$ cat config.mk
export PLATFORM = sky130hd
export DESIGN_NAME = drum_step_sequencer
export DESIGN_NICKNAME = d
export VERILOG_FILES = /design/src/rtl/drum_seq_pkg.sv /design/src/rtl/trig_pulse_gen.sv /design/src/rtl/drum_step_sequencer.sv
export SDC_FILE = /design/constraint.sdc
export NUM_CORES = 1
export LEC_CHECK = 0
export CAP_MARGIN = 5
export CORE_MARGIN = 2
export CORE_UTILIZATION = 50
export DETAILED_ROUTE_END_ITERATION = 8
export DONT_BUFFER_PORTS = 1
export GPL_ROUTABILITY_DRIVEN = 0
export PLACE_DENSITY = 0.67
export SETUP_SLACK_MARGIN = 0.05
export SLEW_MARGIN = 10
export SYNTH_ARGS = -nofsm -noshare
export SYNTH_HDL_FRONTEND = slang
export SYNTH_SLANG_ARGS = --single-unit
$ cat constraint.sdc
create_clock -name clk -period 8.22 [get_ports clk]
set_clock_uncertainty 0.1 [all_clocks]
set_input_delay 1.644 -clock clk [delete_from_list [all_inputs] [get_ports clk]]
set_output_delay 1.644 -clock clk [all_outputs]
set_load 0.05 [all_outputs]
$ cat src/rtl/drum_seq_pkg.sv
// rtl/drum_seq_pkg.sv - shared defaults and index-width helpers for the drum step sequencer
package drum_seq_pkg;

    localparam int STEPS_DEF    = 16;
    localparam int CHANNELS_DEF = 4;
    localparam int TRIG_LEN_DEF = 4;
    localparam int DIV_W_DEF    = 16;
    localparam int MIN_DIV      = 1;

    function automatic int step_w(input int steps);
        return (steps > 1) ? $clog2(steps) : 1;
    endfunction

    function automatic int ch_w(input int channels);
        return (channels > 1) ? $clog2(channels) : 1;
    endfunction

endpackage

$ cat src/rtl/trig_pulse_gen.sv
// rtl/trig_pulse_gen.sv - per-channel one-shot: start loads a length, output stays high that many cycles
module trig_pulse_gen #(
    parameter int LW = 16
) (
    input  logic          clk,
    input  logic          rst_n,
    input  logic          start_i,
    input  logic [LW-1:0] len_i,
    input  logic          acc_i,
    output logic          trig_o,
    output logic          accent_o
);

    logic [LW-1:0] cnt_q, cnt_d;
    logic          acc_q, acc_d;

    always_comb begin
        cnt_d = cnt_q;
        acc_d = acc_q;
        if (start_i) begin
            cnt_d = len_i;
            acc_d = acc_i;
        end else if (cnt_q != '0) begin
            cnt_d = cnt_q - 1'b1;
        end
    end

    always_ff @(posedge clk or negedge rst_n) begin
        if (!rst_n) begin
            cnt_q <= '0;
            acc_q <= 1'b0;
        end else begin
            cnt_q <= cnt_d;
            acc_q <= acc_d;
        end
    end

    assign trig_o   = (cnt_q != '0);
    assign accent_o = trig_o & acc_q;

endmodule

$ cat src/rtl/drum_step_sequencer.sv
// rtl/drum_step_sequencer.sv - multi-channel step sequencer top; SEQ_ACCENT_EN adds the accent memory
module drum_step_sequencer
    import drum_seq_pkg::*;
#(
    parameter int STEPS    = STEPS_DEF,
    parameter int CHANNELS = CHANNELS_DEF,
    parameter int TRIG_LEN = TRIG_LEN_DEF,
    parameter int DIV_W    = DIV_W_DEF
) (
    input  logic                         clk,
    input  logic                         rst_n,
    input  logic                         run,
    input  logic [DIV_W-1:0]             tempo_div,
    input  logic [step_w(STEPS)-1:0]     last_step,
    input  logic                         tap,
    input  logic [ch_w(CHANNELS)-1:0]    tap_ch,
    input  logic                         wr_en,
    input  logic [ch_w(CHANNELS)-1:0]    wr_ch,
    input  logic [step_w(STEPS)-1:0]     wr_step,
    input  logic                         wr_val,
    input  logic                         wr_acc,
    input  logic [CHANNELS-1:0]          mute,
    output logic [step_w(STEPS)-1:0]     step,
    output logic                         step_tick,
    output logic [CHANNELS-1:0]          trig,
    output logic [CHANNELS-1:0]          accent
);

    localparam int SW = step_w(STEPS);
    localparam int CW = ch_w(CHANNELS);

    logic             run_q;
    logic [DIV_W-1:0] div_q, div_d;
    logic [SW-1:0]    step_q, step_d;
    logic             tick_q, tick_d;
    logic [DIV_W-1:0] period, plen;
    logic [STEPS-1:0] pat_q [CHANNELS];
    logic [STEPS-1:0] pat_d [CHANNELS];
    logic [CHANNELS-1:0] start, acc_start;

    // Pulse never outlasts the step period, so back-to-back set cells keep a low gap
    always_comb begin
        period = (tempo_div < DIV_W'(MIN_DIV)) ? DIV_W'(MIN_DIV) : tempo_div;
        plen   = (period > DIV_W'(TRIG_LEN)) ? DIV_W'(TRIG_LEN) : period;
    end

    always_comb begin
        div_d  = div_q;
        step_d = step_q;
        tick_d = 1'b0;
        if (!run) begin
            div_d = '0;
        end else if (!run_q) begin
            div_d  = '0;
            tick_d = 1'b1;
        end else if (div_q >= period) begin
            div_d  = '0;
            tick_d = 1'b1;
            step_d = (step_q >= last_step) ? '0 : step_q + 1'b1;
        end else begin
            div_d = div_q + 1'b1;
        end
    end

    // Event lookup reads the registered pattern, so same-cycle writes land after evaluation
    always_comb begin
        for (int ch = 0; ch < CHANNELS; ch++) begin
            start[ch] = tick_d & pat_q[ch][step_d] & ~mute[ch];
            pat_d[ch] = pat_q[ch];
            if (tap && tap_ch == CW'(ch))
                pat_d[ch][step_q] = 1'b1;
            if (wr_en && wr_ch == CW'(ch))
                pat_d[ch][wr_step] = wr_val;
        end
    end

`ifdef SEQ_ACCENT_EN
    logic [STEPS-1:0] acc_q [CHANNELS];
    logic [STEPS-1:0] acc_d [CHANNELS];

    always_comb begin
        for (int ch = 0; ch < CHANNELS; ch++) begin
            acc_start[ch] = acc_q[ch][step_d];
            acc_d[ch]     = acc_q[ch];
            if (tap && tap_ch == CW'(ch))
                acc_d[ch][step_q] = 1'b0;
            if (wr_en && wr_ch == CW'(ch))
                acc_d[ch][wr_step] = wr_acc;
        end
    end

    always_ff @(posedge clk or negedge rst_n) begin
        if (!rst_n) begin
            for (int ch = 0; ch < CHANNELS; ch++)
                acc_q[ch] <= '0;
        end else begin
            for (int ch = 0; ch < CHANNELS; ch++)
                acc_q[ch] <= acc_d[ch];
        end
    end
`else
    logic unused_wr_acc;
    assign unused_wr_acc = wr_acc;
    assign acc_start     = '0;
`endif

    always_ff @(posedge clk or negedge rst_n) begin
        if (!rst_n) begin
            run_q  <= 1'b0;
            div_q  <= '0;
            step_q <= '0;
            tick_q <= 1'b0;
            for (int ch = 0; ch < CHANNELS; ch++)
                pat_q[ch] <= '0;
        end else begin
            run_q  <= run;
            div_q  <= div_d;
            step_q <= step_d;
            tick_q <= tick_d;
            for (int ch = 0; ch < CHANNELS; ch++)
                pat_q[ch] <= pat_d[ch];
        end
    end

    for (genvar g = 0; g < CHANNELS; g++) begin : g_pulse
        trig_pulse_gen #(
            .LW(DIV_W)
        ) u_pulse (
            .clk      (clk),
            .rst_n    (rst_n),
            .start_i  (start[g]),
            .len_i    (plen),
            .acc_i    (acc_start[g]),
            .trig_o   (trig[g]),
            .accent_o (accent[g])
        );
    end

    assign step      = step_q;
    assign step_tick = tick_q;

endmodule

==> reports/qor.yml <==
fin_area_um2: 9520
io_buffer_count: 0
hold_viol: 0
min_period_ps: 6070
area_growth_pct: 7.99
clockBufferDepth: 2
grt.overflow.total: 0
antenna_left: 0
ir_drop_mv: 0.184
worst-setup-path-type: "in -> reg"
slew_headroom_pct: 23.2
crit_start: "tempo_div[6]"
clock-sinks: 150
critPathRequiredTime_ps: 8450
hpwl_mm: 14.1
worst_pin_slew_ps: 1150
finalSetupTns_ps: 0
grt_max_degree: 151
dieHeight_um: 137
cts_buffers: 17
rows: 48
drt-pass1-iter-count: 5
synth_cells: 989
nNetsFinal: 1041
fmax_ghz: 0.165
synthArstFlopShare_pct: 100
fin_crit_sh_pct: 73.8
clockRootBuffer: "clkbuf_16"
cts_tree: "done"
dp_slack_ps: 1700
syn_area_um2: 8820
cts_setup_buffers: 0
setup_viol: 0
syn_area_per_cell_um2: 8.91
rr_endpoint: "g_pulse[2].u_pulse.cnt_q[1]"
drv_cap: 0
antenna_found_initial: 0
synthDistinctLibCells: 62
whs_ps: 435
hp-class: "reg -> reg"
clkTransAtPathRegs_ps: 60
report.final.slew_viol_count: 0
yosysWarnings: 0
core-area_um2: 17300
grt_setup_unrepaired: "no"
critical_path.endpoint: "g_pulse[0].u_pulse.cnt_q[0]"
grt_pass1_wl_mm: 35.2
cts_hold_buffers: 0
powerDensity_nw_per_um2: 257
place_inst: 1179
grt_pass1_vias: 6693
drc: 0
routedWlPerCell_um: 17.3
ios: 52
crit_fanout: 17
dieArea_um2: 18700
post_dp_cell_area_um2: 8930
worst_slack_ps: 2150
ys.flop_type: "dfrtp_1"
reg2reg_depth: 13
ys_seq_elements: 150
clock_latency_ps: 430
die_x_um: 137
cts.htree.levels: 4
arrival_ps: 6300
routed_wl_mm: 21.0
start_kind: "input port"
vias_per_cell: 5.73
drt_iter0_drc: 524
insertedDiodeCount: 0
gr-usage-all-layers_pct: 24.1
p_leak_nw: 3.97
ff2ff_setup_slack_ps: 3380
synth-edff-count: 0
outcome: "finished, final reports clean"
r2r-start: "step[0]"
post_cts_resized: 0
initial_utilization_pct: 51.0
layout-drive-gt1-share_pct: 10.4
instances_no_fill: 1210
synth.yosys.seq_area_share_pct: 42.6
worstSetupEndpointType: "flop"
num_vias: 6939
==> cells in the mapped netlist, drive strengths merged, types with 18 or more instances <==
library cell	count	area (µm²)
dfrtp	150	3750
ha	29	363
mux2i	39	390
nand2	113	424
nand3	19	95.1
nor3	48	295
clkbuf	27	101
o21ai	37	185
nor2	146	591
buf	18	163
xor2	24	210
a21oi	110	611
xnor2	31	272
inv	38	143
a31oi	18	128
==> area by class of cell <==
cell class              count  area (µm²)
fillers                  1594        7780
multi-input cells         759        4700
flip-flops and latches    150        3750
clock buffers              20         437
well taps                 225         282
clock inverters            11         153
inverters                  38         143
repair buffers              7        52.6
==> worst min-delay path by stage <==
stage                  start       end  slack (ps)  cells after the start
finish              div_q[0]  div_q[0]         430                      1
CTS                 div_q[0]  div_q[0]         430                      1
floorplan           div_q[0]  div_q[0]         370                      1
global route        div_q[0]  div_q[0]         450                      1
global placement    div_q[0]  div_q[0]         410                      1
detailed placement  div_q[0]  div_q[0]         410                      1
==> sequential cells by signal, indices dropped and copies added, names as in the netlist <==
register,cells
div_q,16
step_tick,1
g_pulse.u_pulse.cnt_q,64
run_q,1
pat_q,64
step,4
==> report_power, final <==
group / leakage [nW] / internal [mW] / switching, mW
sequential: 1.94 / 0.917 / 0.150
combinational: 1.76 / 0.272 / 0.320
clock: 0.277 / 0.477 / 0.309
total: 3.97 / 1.67 / 0.779
==> cells by family (layout without fill, tap and decap cells) <==
group	count (synthesis)	in the layout	synth area share [%]
buffers and inverters	83	76	4.61
AO/OA/AOI/OAI	216	216	15.5
AND/OR/NAND/NOR	406	406	22.0
adder cells (fa/ha/maj)	29	29	4.12
multiplexers	49	49	5.71
flip-flops	150	150	42.6
other	1	4	0.0425
XOR/XNOR	55	55	5.46
==> layout by cell type (no fill, tap or decap), drive strengths merged, types with 4 or more instances in the layout <==
| master | count |
|---|---|
| a41oi | 4 |
| xnor2 | 31 |
| a31oi | 18 |
| dfrtp | 150 |
| nor2 | 146 |
| a21oi | 110 |
| nor3b | 4 |
| a21o | 4 |
| nand2 | 113 |
| or4 | 8 |
| a22oi | 8 |
| clkbuf | 20 |
| buf | 7 |
| ha | 29 |
| nand2b | 13 |
| mux2 | 10 |
| o31ai | 4 |
| clkinv | 4 |
| conb | 4 |
| nor3 | 48 |
| or3 | 8 |
| and3 | 11 |
| nand3 | 19 |
| xor2 | 24 |
| mux2i | 39 |
| a31o | 8 |
| o21ai | 37 |
| o2111ai | 8 |
| and2 | 5 |
| a211oi | 6 |
| inv | 39 |
| nand4 | 5 |
| nor4 | 14 |
==> per-layer routing <==
metal  part of all wire (%)  global-route usage [%]  wire [µm]  vias to the layer above
met5                      0                       0          0                        -
met4                   0.97                    6.13        203                        0
met3                    4.8                    5.26       1010                       15
met2                     47                    38.5       9880                      152
met1                     47                    33.5       9890                     3343
li1                       -                       -          -                     3429
==> through the flow <==
stage | util (%) | total power [mW]
3_3_place_gp | 51.6 | 1.64
5_1_grt | 55.0 | 2.60
2_1_floorplan | - | 1.55
3_5_place_dp | 51.6 | 1.66
6_report | 55.0 | 2.45
4_1_cts | 55.0 | 2.46
==> critical path: stages <==
cell	delay, ps
nor4_1	260
nand2_1	100
nor4_2	640
a21o_1	220
ha_1	220
a31oi_1	150
nor2b_1	70
o211ai_1	330
nand3_1	190
a2bb2oi_4	630
buf_4	380
inv_2	130
mux2i_1	180
nand2_1	90
o2111ai_1	170
a21oi_4	580
mux2i_1	290
Power figures use the tool's default switching activity.
